**src/rtl/instr_assemble_loader_pkg.sv**
```systemverilog
// instr_assemble_loader_pkg: LEGv8 format codes, loader states and opcode constants.
package instr_assemble_loader_pkg;
    typedef enum logic [2:0] {FMT_R, FMT_D, FMT_I, FMT_B, FMT_CB} fmt_t;
    typedef enum logic [1:0] {S_IDLE, S_LOAD, S_DONE} state_t;
    localparam logic [10:0] OPC_LDUR = 11'h7C2;
    localparam logic [10:0] OPC_STUR = 11'h7C0;
    localparam logic [10:0] OPC_ADD  = 11'h458;
    localparam logic [10:0] OPC_ADDI = 11'h488;
    localparam logic [10:0] OPC_B    = 11'h0A0;
    localparam logic [10:0] OPC_CBZ  = 11'h5A0;
    function automatic logic fmt_legal(logic [2:0] f);
        return f <= FMT_CB;
    endfunction
endpackage

```
**src/rtl/instr_assemble_loader_if.sv**
```systemverilog
// instr_assemble_loader_if: field-bundle handshake, imem write port and loader status.
interface instr_assemble_loader_if #(parameter int ADDR_W = 6);
    logic              start;
    logic              in_valid;
    logic              in_ready;
    logic              in_last;
    logic [2:0]        fmt;
    logic [10:0]       opcode;
    logic [4:0]        rm_num;
    logic [4:0]        rn_num;
    logic [4:0]        rd_num;
    logic [5:0]        shamt;
    logic [8:0]        address;
    logic [11:0]       imm;
    logic [25:0]       br_addr;
    logic              imem_we;
    logic [ADDR_W-1:0] imem_addr;
    logic [31:0]       imem_wdata;
    logic [ADDR_W:0]   count;
    logic              busy;
    logic              done;
    logic              full;
    logic              err_fmt;
    modport master (
        output start, in_valid, in_last, fmt, opcode, rm_num, rn_num, rd_num, shamt, address, imm, br_addr,
        input  in_ready, imem_we, imem_addr, imem_wdata, count, busy, done, full, err_fmt
    );
    modport slave (
        input  start, in_valid, in_last, fmt, opcode, rm_num, rn_num, rd_num, shamt, address, imm, br_addr,
        output in_ready, imem_we, imem_addr, imem_wdata, count, busy, done, full, err_fmt
    );
endinterface

```
**src/rtl/instr_assemble_loader_encode.sv**
```systemverilog
// instr_assemble_loader_encode: packs decoded fields into an R/D/I/B/CB machine word.
module instr_assemble_loader_encode
    import instr_assemble_loader_pkg::*;
(
    input  logic [2:0]  fmt_i,
    input  logic [10:0] opcode_i,
    input  logic [4:0]  rm_i,
    input  logic [4:0]  rn_i,
    input  logic [4:0]  rd_i,
    input  logic [5:0]  shamt_i,
    input  logic [8:0]  address_i,
    input  logic [11:0] imm_i,
    input  logic [25:0] br_addr_i,
    output logic [31:0] word_o,
    output logic        illegal_o
);
    always_comb begin
        illegal_o = !fmt_legal(fmt_i);
        word_o = fmt_i == FMT_R  ? {opcode_i, rm_i, shamt_i, rn_i, rd_i} :
                 fmt_i == FMT_D  ? {opcode_i, address_i, 2'b00, rn_i, rd_i} :
                 fmt_i == FMT_I  ? {opcode_i[10:1], imm_i, rn_i, rd_i} :
                 fmt_i == FMT_B  ? {opcode_i[10:5], br_addr_i} :
                 fmt_i == FMT_CB ? {opcode_i[10:3], br_addr_i[18:0], rd_i} : '0;
    end
endmodule

```
**src/rtl/instr_assemble_loader.sv**
```systemverilog
// instr_assemble_loader: streams encoded LEGv8 words into instruction memory, one per cycle.
// Load FSM plus a registered write port; the write pointer is BASE_ADDR + count, wrapping.
module instr_assemble_loader
    import instr_assemble_loader_pkg::*;
#(
    parameter int ADDR_W    = 6,
    parameter int BASE_ADDR = 0
) (
    input logic                   clk,
    input logic                   reset,
    instr_assemble_loader_if.slave bus
);
    state_t            state_q, state_d;
    logic [ADDR_W:0]   count_q, count_d;
    logic [ADDR_W-1:0] addr_q, addr_d;
    logic [31:0]       wdata_q, wdata_d, word;
    logic              full_q, full_d, err_q, err_d, we_q, we_d;
    logic              illegal, xfer, go;

    instr_assemble_loader_encode u_encode (
        .fmt_i(bus.fmt), .opcode_i(bus.opcode), .rm_i(bus.rm_num), .rn_i(bus.rn_num),
        .rd_i(bus.rd_num), .shamt_i(bus.shamt), .address_i(bus.address), .imm_i(bus.imm),
        .br_addr_i(bus.br_addr), .word_o(word), .illegal_o(illegal)
    );

    assign go   = bus.start && state_q != S_LOAD;
    assign xfer = bus.in_valid && bus.in_ready;

    always_ff @(posedge clk or posedge reset) begin
        if (reset) state_q <= S_IDLE;
        else       state_q <= state_d;
    end

    always_comb begin
        state_d = go ? S_LOAD : (xfer && bus.in_last) ? S_DONE : state_q;
    end

    always_comb begin
        bus.in_ready = state_q == S_LOAD && !full_q;
        bus.busy     = state_q == S_LOAD || we_q;
        bus.done     = state_q == S_DONE && !we_q;
    end

    // Illegal bundles are consumed but only flag an error; they never occupy a slot.
    always_comb begin
        we_d    = xfer && !illegal;
        count_d = go ? '0 : count_q + (ADDR_W+1)'(we_d);
        full_d  = !go && (full_q || count_d[ADDR_W]);
        err_d   = !go && (err_q || (xfer && illegal));
        addr_d  = we_d ? ADDR_W'(BASE_ADDR) + count_q[ADDR_W-1:0] : addr_q;
        wdata_d = we_d ? word : wdata_q;
    end

    always_ff @(posedge clk or posedge reset) begin
        if (reset) begin
            count_q <= '0;
            addr_q  <= ADDR_W'(BASE_ADDR);
            wdata_q <= '0;
            full_q  <= 1'b0;
            err_q   <= 1'b0;
            we_q    <= 1'b0;
        end else begin
            count_q <= count_d;
            addr_q  <= addr_d;
            wdata_q <= wdata_d;
            full_q  <= full_d;
            err_q   <= err_d;
            we_q    <= we_d;
        end
    end

    assign bus.imem_we    = we_q;
    assign bus.imem_addr  = addr_q;
    assign bus.imem_wdata = wdata_q;
    assign bus.count      = count_q;
    assign bus.full       = full_q;
    assign bus.err_fmt    = err_q;
endmodule
```
**src/flat_wrapper.sv**
```systemverilog
// flat-port wrapper written by rule: the top's interface ports become plain ports
module instr_assemble_loader_flat import instr_assemble_loader_pkg::*;
#(
    parameter int ADDR_W    = 6,
    parameter int BASE_ADDR = 0
)
  (clk, reset, bus_start, bus_in_valid, bus_in_last, bus_fmt, bus_opcode, bus_rm_num, bus_rn_num, bus_rd_num, bus_shamt, bus_address, bus_imm, bus_br_addr, bus_in_ready, bus_imem_we, bus_imem_addr, bus_imem_wdata, bus_count, bus_busy, bus_done, bus_full, bus_err_fmt);
  instr_assemble_loader_if #(.ADDR_W(ADDR_W)) bus_i ();
  input logic clk;
  input logic reset;
  input wire logic [$bits(bus_i.start)-1:0] bus_start;
  input wire logic [$bits(bus_i.in_valid)-1:0] bus_in_valid;
  input wire logic [$bits(bus_i.in_last)-1:0] bus_in_last;
  input wire logic [$bits(bus_i.fmt)-1:0] bus_fmt;
  input wire logic [$bits(bus_i.opcode)-1:0] bus_opcode;
  input wire logic [$bits(bus_i.rm_num)-1:0] bus_rm_num;
  input wire logic [$bits(bus_i.rn_num)-1:0] bus_rn_num;
  input wire logic [$bits(bus_i.rd_num)-1:0] bus_rd_num;
  input wire logic [$bits(bus_i.shamt)-1:0] bus_shamt;
  input wire logic [$bits(bus_i.address)-1:0] bus_address;
  input wire logic [$bits(bus_i.imm)-1:0] bus_imm;
  input wire logic [$bits(bus_i.br_addr)-1:0] bus_br_addr;
  output wire logic [$bits(bus_i.in_ready)-1:0] bus_in_ready;
  output wire logic [$bits(bus_i.imem_we)-1:0] bus_imem_we;
  output wire logic [$bits(bus_i.imem_addr)-1:0] bus_imem_addr;
  output wire logic [$bits(bus_i.imem_wdata)-1:0] bus_imem_wdata;
  output wire logic [$bits(bus_i.count)-1:0] bus_count;
  output wire logic [$bits(bus_i.busy)-1:0] bus_busy;
  output wire logic [$bits(bus_i.done)-1:0] bus_done;
  output wire logic [$bits(bus_i.full)-1:0] bus_full;
  output wire logic [$bits(bus_i.err_fmt)-1:0] bus_err_fmt;
  assign bus_i.start = bus_start;
  assign bus_i.in_valid = bus_in_valid;
  assign bus_i.in_last = bus_in_last;
  assign bus_i.fmt = bus_fmt;
  assign bus_i.opcode = bus_opcode;
  assign bus_i.rm_num = bus_rm_num;
  assign bus_i.rn_num = bus_rn_num;
  assign bus_i.rd_num = bus_rd_num;
  assign bus_i.shamt = bus_shamt;
  assign bus_i.address = bus_address;
  assign bus_i.imm = bus_imm;
  assign bus_i.br_addr = bus_br_addr;
  assign bus_in_ready = bus_i.in_ready;
  assign bus_imem_we = bus_i.imem_we;
  assign bus_imem_addr = bus_i.imem_addr;
  assign bus_imem_wdata = bus_i.imem_wdata;
  assign bus_count = bus_i.count;
  assign bus_busy = bus_i.busy;
  assign bus_done = bus_i.done;
  assign bus_full = bus_i.full;
  assign bus_err_fmt = bus_i.err_fmt;
  instr_assemble_loader #(.ADDR_W(ADDR_W), .BASE_ADDR(BASE_ADDR)) u_core (.clk(clk), .reset(reset), .bus(bus_i));
endmodule
```
**config.mk**
```make
export PLATFORM = sky130hd
export DESIGN_NAME = instr_assemble_loader_flat
export DESIGN_NICKNAME = d
export VERILOG_FILES = /design/src/rtl/instr_assemble_loader_pkg.sv /design/src/rtl/instr_assemble_loader_if.sv /design/src/rtl/instr_assemble_loader_encode.sv /design/src/rtl/instr_assemble_loader.sv /design/src/flat_wrapper.sv
export SDC_FILE = /design/constraint.sdc
export NUM_CORES = 1
export LEC_CHECK = 0
export CAP_MARGIN = 10
export CORE_AREA = 2 2 89 134
export DETAILED_ROUTE_END_ITERATION = 8
export DIE_AREA = 0 0 91 136
export PLACE_DENSITY = 0.56
export REMOVE_ABC_BUFFERS = 1
export SLEW_MARGIN = 25
export SYNTH_ARGS = -nofsm -noshare
export SYNTH_HDL_FRONTEND = slang
export SYNTH_HIERARCHICAL = 1
export SYNTH_SLANG_ARGS = --single-unit
```
**constraint.sdc**
```tcl
create_clock -name clk -period 5.8 [get_ports clk]
set_input_delay 0.58 -clock clk [delete_from_list [all_inputs] [get_ports clk]]
set_output_delay 0.58 -clock clk [all_outputs]
set_load 0.005 [all_outputs]
```
* Word-level counts from Yosys, hierarchy flattened *
Cells that the tools add are included.
W data, S select, Z words.

word-level totals
  bits of input ports = 87
  flip-flop bits (word level) = 50

operators by class
  multiplexer cells = 8
  magnitude comparators = 1
  add/sub/neg operators = 1
  equality and inequality tests = 7
  reduce and logical (&&, ||, !) cells = 18

operators with widths
  cell                  count
  $mux W32              5
  $logic_and A1 B1 Y1   9
  $add A7 B1 Y7         1
  $mux W7               1
  $eq A3 B2 Y1 const B  2
  $logic_not A1 Y1      4
  $mux W2               2
  $eq A3 B1 Y1 const B  1
  $eq A3 B3 Y1 const B  1
  $le A3 B3 Y1 const B  1
  $logic_not A3 Y1      1
  $logic_or A1 B1 Y1    3
  $eq A2 B1 Y1 const B  1
  $eq A2 B2 Y1 const B  1
  $ne A2 B1 Y1 const B  1
  $reduce_bool A2 Y1    1

* Logic depth before layout (Yosys ltp) *
Gate-level depths: netlist (run 1).

  word-level depth = 8
  depth in mapped cells = 12
  mapped depth without buffers = 9

* Cells and area by module *
The synthesis (run 1) kept the hierarchy.

modules (own cells, without submodules)
  module                        instances  cells each  area each (um^2)  sequential area each (um^2)
  instr_assemble_loader         1          129         2,006.9           1,251.2
  instr_assemble_loader_encode  1          108         835.8             0.0

* Worst setup path after synthesis (run 1) *
OpenSTA, ideal clock, no wires.

  path type = input to register
  start point = input bus_fmt[0]
  end point = register u_core.full_q, in the netlist u_core/bus.full
  stages on the path = 12
  data required time = 5.676 ns
  arrival time = 2.645 ns
  setup slack = 3.031 ns
  buffers on the path = 3
  cells stage by stage = buf_6 > or2_2 > nand2_1 > inv_1 > nor3b_4 > buf_6 > buf_12 > ha_1 > ha_1 > nand2_1 > o21a_1 > o31a_1

between the ends
  longest elaborated chain between the ends = 6

RTL lines
  element               RTL line                         text
  start, declared       flat_wrapper.sv:14               input wire logic [$bits(bus_i.fmt)-1:0] bus_fmt;
  $le A3 B3 Y1          instr_assemble_loader_pkg.sv:12  return f <= FMT_CB;
  $logic_and A1 B1 Y1   instr_assemble_loader.sv:46      we_d = xfer && !illegal;
  net u_core.we_d       instr_assemble_loader.sv:17      logic full_q, full_d, err_q, err_d, we_q, we_d;
  $add A7 B1 Y7         instr_assemble_loader.sv:47      count_d = go ? '0 : count_q + (ADDR_W+1)'(we_d);
  $mux W7               instr_assemble_loader.sv:47
  $logic_or A1 B1 Y1    instr_assemble_loader.sv:48      full_d = !go && (full_q || count_d[ADDR_W]);
  $logic_and A1 B1 Y1   instr_assemble_loader.sv:48
  net u_core.full_d     instr_assemble_loader.sv:17
  end signal, assigned  instr_assemble_loader.sv:66      full_q <= full_d;
  end, declared         instr_assemble_loader.sv:17

The timed path passes the listed nets, and every way through them passes these cells.
A chain may end at the register's enable or synchronous reset.

* Worst setup path in the final report (run 1) *
  start point = input bus_fmt[1]
  end point = register u_core.full_q, in the netlist u_core/bus.full

between the ends
  longest elaborated chain between the ends = 6

RTL lines
  element              RTL line
  $le A3 B3 Y1         instr_assemble_loader_pkg.sv:12
  $logic_and A1 B1 Y1  instr_assemble_loader.sv:46
  $add A7 B1 Y7        instr_assemble_loader.sv:47
  $mux W7              instr_assemble_loader.sv:47
  $logic_or A1 B1 Y1   instr_assemble_loader.sv:48
  $logic_and A1 B1 Y1  instr_assemble_loader.sv:48
  net u_core.full_d    instr_assemble_loader.sv:17

The timed path passes the listed nets, and every way through them passes these cells.

==> metrics.txt, run 1 <==
Overflow after GRT 0; commonest cells after routing, fill and taps aside clkdlybuf4s50_1 (137), dfrtp_1 (50), mux2_2 (31); Comb power frac 33.9%; die width 91 µm; grt met1 use a little over an eighth; worst r2r path cells 7; Leakage roughly 1.9 nW; CTS clock-pin slew for the worst setup and hold paths 0.06 ns; crit path kind in -> reg; core area roughly 0.011 mm²; number of hold violations in the final report 0; Tot GR Track Use between 10% and 20%; Primary FF master, synth dfrtp_1; CTS tree built; Setup WS pre-CTS between 2 and 3 ns; Die ar. ~0.012 mm²; Final ANT Viol Nets 0; Layout Area Growth over Synthesis 59.0%; sequential share of power 36.8%; Setup violations, final 0; initial antenna violation count 0; Psw around 0.33 mW; clk_lat worst skew between 0.2 and 0.3 ns; routability cong. 0.766; Clk pwr share between 20% and 30%; die height around 140 µm; Yosys reg bits 50; fin crit share approximately half; design area roughly 0.0045 mm²; clock skew 0.00610 ns; worst path required time between 5 and 6 ns; Mean Syn Cell Area 12.0 µm²; global routing usage on met3 4.49%; n_diodes 0; vias per cell 4.64; CP max FO 15; count of max-cap constraint violations 0; YS warnings 6; Net Sw Frac 24.8%; I/O pin cnt roughly 140; post-synthesis instance total approximately 240; crit path launch type input port; CTS resizes 0; EDFF count, synth 0; DRT iter0 DRCs 75; # hold bufs at CTS 0; vias in the first global route between 2000 and 3000; initial core utilization about a quarter; H-Tree Depth 2; GRT Max-Usage Layer met2; total negative setup slack 0 ns; root buf cell clkbuf_16; Crit. End Element flop; f_max 348 MHz; hold path depth 1; final worst path period need 2.88 ns; register area share after synthesis between 40% and 50%; Slew Viols, Final 0; Multi-input gate area 0.00145 mm²; Post-layout nets about 460; Worst Tran Pin Value about 0.7 ns; number of library cell types mapped by synthesis 42; fillcell total between 1000 and 1500; Core Rows 48; Inserted Clock Buffers 5; Worst EP arrival 3.05 ns; dpl hpwl 6.47 mm; RSZ-0062 raised after global routing false; routed wire length between 8 and 9 mm; Cell Area, Synth 0.00284 mm²; CTS sink cnt 50; IO buf count ~140; status completed; Worst slew margin between 50% and 60%; met2 usage 25.8%; Max VDD drop 0.126 mV; clk buf depth 2; Setup Buffers After CTS 0; combined flip-flop and latch cell area around 0.0013 mm²; TritonRoute pass-1 iters 4; final worst slack ~2.9 ns; share of cells above drive strength 1 17.4%; total internal power between 1 and 1.5 mW; largest net degree at the start of global routing 51; Hold Crit Class reg -> reg; global-route wire length before repair 12.9 mm; # DRC 0; pwr dens 297 mW/mm²; per-cell routed wire length 16.0 µm; most common cell after layout, fill and taps aside clkdlybuf4s50_1; vias around 2400; placed cell areas 0.00432 mm²; Async SR Flop Fraction 100%
[through the flow]
stage / cells / power (mW) / utilization, % / hold WS, ns
6_report: 523 / 1.34 / 40.0 / 0.490
2_1_floorplan: 223 / 0.660 / - / 0.461
4_1_cts: 523 / 1.37 / 40.0 / 0.493
5_1_grt: 523 / 1.41 / 40.0 / 0.531
3_3_place_gp: 515 / 0.956 / 38.3 / 0.472
3_5_place_dp: 515 / 0.966 / 38.3 / 0.478
[cell type report]
type | instances | share of cell area, %
flip-flops and latches | 50 | 27.7
repair buffers | 142 | 31.2
multi-input cells | 168 | 32.2
clock buffers | 6 | 3.07
clock inverters | 2 | 1.33
inverters | 5 | 0.415
well taps | 150 | 4.15
[routing by layer]
| layer | vias up | share of wire, % | routed length, µm |
|---|---|---|---|
| met5 | - | 0 | 0 |
| met4 | 0 | 1.8 | 152 |
| met3 | 9 | 8.4 | 700 |
| met2 | 108 | 53 | 4440 |
| met1 | 1161 | 37 | 3060 |
| li1 | 1147 | - | - |
[sequential cells by signal, summed over array words and instances, names as in the netlist]
register and flops:
u_core/bus.count 7, u_core/bus.err_fmt 1, u_core/bus.full 1, u_core/bus.imem_addr 6
u_core/bus.imem_wdata 32, u_core/bus.imem_we 1, u_core/state_q 2
[kinds of logic (layout without fill, tap and decap cells)]
family | after synthesis | count (layout) | synth area share (%)
flip-flops | 50 | 50 | 44.0
buffers and inverters | 19 | 155 | 4.84
AO/OA/AOI/OAI | 54 | 54 | 13.9
XOR/XNOR | 3 | 3 | 0.924
AND/OR/NAND/NOR | 49 | 49 | 9.99
adder cells (fa/ha/maj) | 2 | 2 | 0.880
multiplexers | 60 | 60 | 25.4
[power groups by stage]
stage	logic (mW)	clock network (mW)	registers [mW]
floorplan	0.163	0	0.497
global placement	0.457	0	0.500
detailed placement	0.462	0	0.504
CTS	0.463	0.407	0.498
global route	0.489	0.418	0.507
finish	0.454	0.393	0.493
[worst paths after layout]
check                                        startpoint                  endpoint  slack, ns
worst max-delay path                         bus_fmt[1]           u_core/bus.full       2.92
worst min-delay path            u_core/bus.imem_addr[3]   u_core/bus.imem_addr[3]       0.49
worst max register to register        u_core/state_q[1]           u_core/bus.full       3.72
worst min register to register  u_core/bus.imem_addr[3]   u_core/bus.imem_addr[3]       0.49
max in group asynchronous                         reset  u_core/bus.imem_wdata[2]       4.57
min in group asynchronous                         reset  u_core/bus.imem_wdata[6]       0.79
[worst max-delay path, stage by stage]
cell	delay [ns]
clkdlybuf4s50_1	0.40
buf_4	0.20
or2_2	0.36
nand2_1	0.20
inv_1	0.12
nor3b_4	0.21
ha_1	0.22
ha_1	0.21
nand2_1	0.08
o21a_1	0.18
o31a_1	0.28
[Yosys cell counts, types with 2 or more instances]
master | number | share of area [%]
nor3b_4 | 2 | 1.3
mux2_2 | 31 | 12
a22oi_1 | 7 | 1.8
nor2_1 | 11 | 1.5
a21oi_1 | 11 | 1.9
nand2_1 | 7 | 0.92
xor2_1 | 2 | 0.62
buf_2 | 5 | 0.88
inv_1 | 5 | 0.66
o21ai_0 | 3 | 0.53
buf_6 | 2 | 0.79
nor2b_1 | 8 | 1.8
buf_4 | 3 | 0.79
a22o_1 | 7 | 2.2
mux2i_1 | 13 | 4.6
a221o_1 | 8 | 2.8
ha_1 | 2 | 0.88
and2_1 | 9 | 2.0
dfrtp_1 | 50 | 44
nand2b_1 | 3 | 0.66
o2bb2ai_1 | 2 | 0.62
o21a_1 | 2 | 0.53
buf_12 | 2 | 1.4
mux2_4 | 14 | 7.4
nand3_1 | 3 | 0.53
o22ai_1 | 9 | 2.0
(Power assumes the default switching activity.)
==> inputs of run 2 (changes only) <==
Settings changed: PLACE_DENSITY 0.56 to 0.58.
Clock period 5.8 ns to 2.5 ns, I/O delays scaled along.
==> metrics.txt, run 2 (synthesis results as in run 1) <==
status completed; root buf cell clkbuf_16; CTS sink cnt 50 (unchanged); largest net degree at the start of global routing 40 (-22%); combined flip-flop and latch cell area 0.00125 mm² (unchanged); crit path launch type input port; count of max-cap constraint violations 0 (unchanged); worst path required time 2.67 ns (-3.31 ns); pwr dens 643 mW/mm² (+120%); TritonRoute pass-1 iters 4 (unchanged); Final ANT Viol Nets 0 (unchanged); dpl cells 523 (+1.6%); share of cells above drive strength 1 18.9% (+1.5 points); Worst Tran Pin Value 0.634 ns (-0.0475 ns); Setup violations, final 0 (unchanged); Max VDD drop 0.293 mV (+130%); Post-layout nets 469 (+1.7%); max reg flops 32 (unchanged); DRT iter0 DRCs 46 (-39%); Slew Viols, Final 0 (unchanged); vias per cell 4.59 (-1.1%); Setup Buffers After CTS 0 (unchanged); Die ar. 0.0124 mm² (unchanged); commonest cells after routing, fill and taps aside clkdlybuf4s50_1 (137), dfrtp_1 (50), mux2_2 (31); number of hold violations in the final report 0 (unchanged); Overflow after GRT 0 (unchanged); per-cell routed wire length 16.4 µm (+2.6%); Hold Crit Class in -> async; placed cell areas 0.00439 mm² (+1.7%); fin crit share ~87%; fillcell total 1140 (-0.44%); CTS clock-pin slew for the worst setup and hold paths 0.06 ns (about the same); CTS resizes 0 (unchanged); IO buf count 137 (unchanged); vias 2436 (+0.45%); routed wire length 8.70 mm (+4.2%); Core Rows 48 (unchanged); crit path kind in -> reg; f_max between 400 and 500 MHz; RSZ-0062 raised after global routing false; initial antenna violation count 0 (unchanged); CTS tree built; CP max FO 39 (+24); die height 136 µm (unchanged); Min Hold Slack 0.346 ns (-0.144 ns); Worst slew margin 57.6% (+3.2 points); vias in the first global route 2564 (+1.5%); I/O pin cnt 138 (unchanged); routability cong. 0.798 (+4.2%); dpl hpwl 6.80 mm (+5.2%); global-route wire length before repair 13.5 mm (+4.8%); n_diodes 0 (unchanged); clock skew 0.00651 ns (+0.000414 ns); clk_lat worst skew 0.29 ns (about the same); Layout Area Growth over Synthesis 59.7%; clk buf depth 2 (unchanged); die width 91 µm (unchanged); final worst path period need around 2.2 ns; # hold bufs at CTS 0 (unchanged); Leakage 1.93 nW (+1.0%); Multi-input gate area 0.00145 mm² (unchanged); core area 0.0113 mm² (unchanged); most common cell after layout, fill and taps aside clkdlybuf4s50_1; fin cells 531 (+1.5%); # DRC 0 (unchanged); H-Tree Depth 2 (unchanged); Design Power 2.92 mW (+120%); Inserted Clock Buffers 5 (unchanged); design area 0.00454 mm² (+0.47%); initial core utilization 25.2% (unchanged); Tot GR Track Use 14.0% (+0.51 points); Worst EP arrival 2.35 ns (-0.70 ns); Crit. End Element flop
## run 2: changes by cell type in the layout (fill, tap and decap cells not counted), sizes merged
cell	delta
buf	+8
bufinv	-2
clkbuf	+1
clkinv	+1
## run 2: per-stage QoR
stage / TNS [ns] / setup slack [ns] / utilization, %
4_1_cts: 0 / 0.304 / 40.2
6_report: 0 / 0.324 / 40.2
2_1_floorplan: -4.67 / -0.699 / -
3_3_place_gp: 0 / 0.0351 / 38.9
5_1_grt: 0 / 0.206 / 40.2
3_5_place_dp: -0.0588 / -0.0115 / 38.9
## run 2: routing by layer
layer / GRT usage [%] / part of all wire (%) / wire, µm / up-vias
met3: 4.05 / 7.4 / 644 / 12
met1: 15.4 / 39 / 3370 / 1159
met5: 0 / 0 / 0 / -
met4: 5.81 / 2.6 / 224 / 0
met2: 25.1 / 51 / 4460 / 111
li1: - / - / - / 1154
## run 2: area by class of cell
class                      count  area share, %
multi-input combinational    168           32.0
inverter                       5          0.413
sequential                    50           27.6
clock buffer                   7           3.14
tap                          150           4.13
clock inverter                 1          0.110
timing repair buffer         150           32.6
## run 2: final timing paths
check / from / slack (ns) / to / cells after the start
max: bus_fmt[1] / 0.32 / u_core/bus.imem_wdata[31] / 7
max reg2reg: u_core/bus.full / 0.53 / u_core/bus.imem_wdata[31] / 4
min in group clk: u_core/bus.imem_addr[3] / 0.50 / u_core/bus.imem_addr[3] / 1
min: reset / 0.35 / u_core/bus.imem_addr[4] / 2
max in group asynchronous: reset / 1.59 / u_core/bus.imem_wdata[31] / 3
min reg2reg: u_core/bus.imem_addr[3] / 0.50 / u_core/bus.imem_addr[3] / 1
## run 2: critical path: stages
cell and delay, ns:
clkdlybuf4s50_1 0.41, or2_2 0.31, nand2_1 0.12, inv_1 0.09
nor3b_4 0.22, buf_4 0.53, mux2_2 0.40
## run 2: power by group
group / switching, mW / total [mW] / internal (mW)
Sequential: 0.130 / 1.14 / 1.01
Clock: 0.302 / 0.700 / 0.398
Combinational: 0.338 / 1.07 / 0.737
Total: 0.770 / 2.92 / 2.15
==> inputs of run 3 (changes only) <==
Settings changed: SLEW_MARGIN 25 to 10.
==> results of run 3 <==
Same layout as run 2: the final DEF is identical, and so are final timing and power.
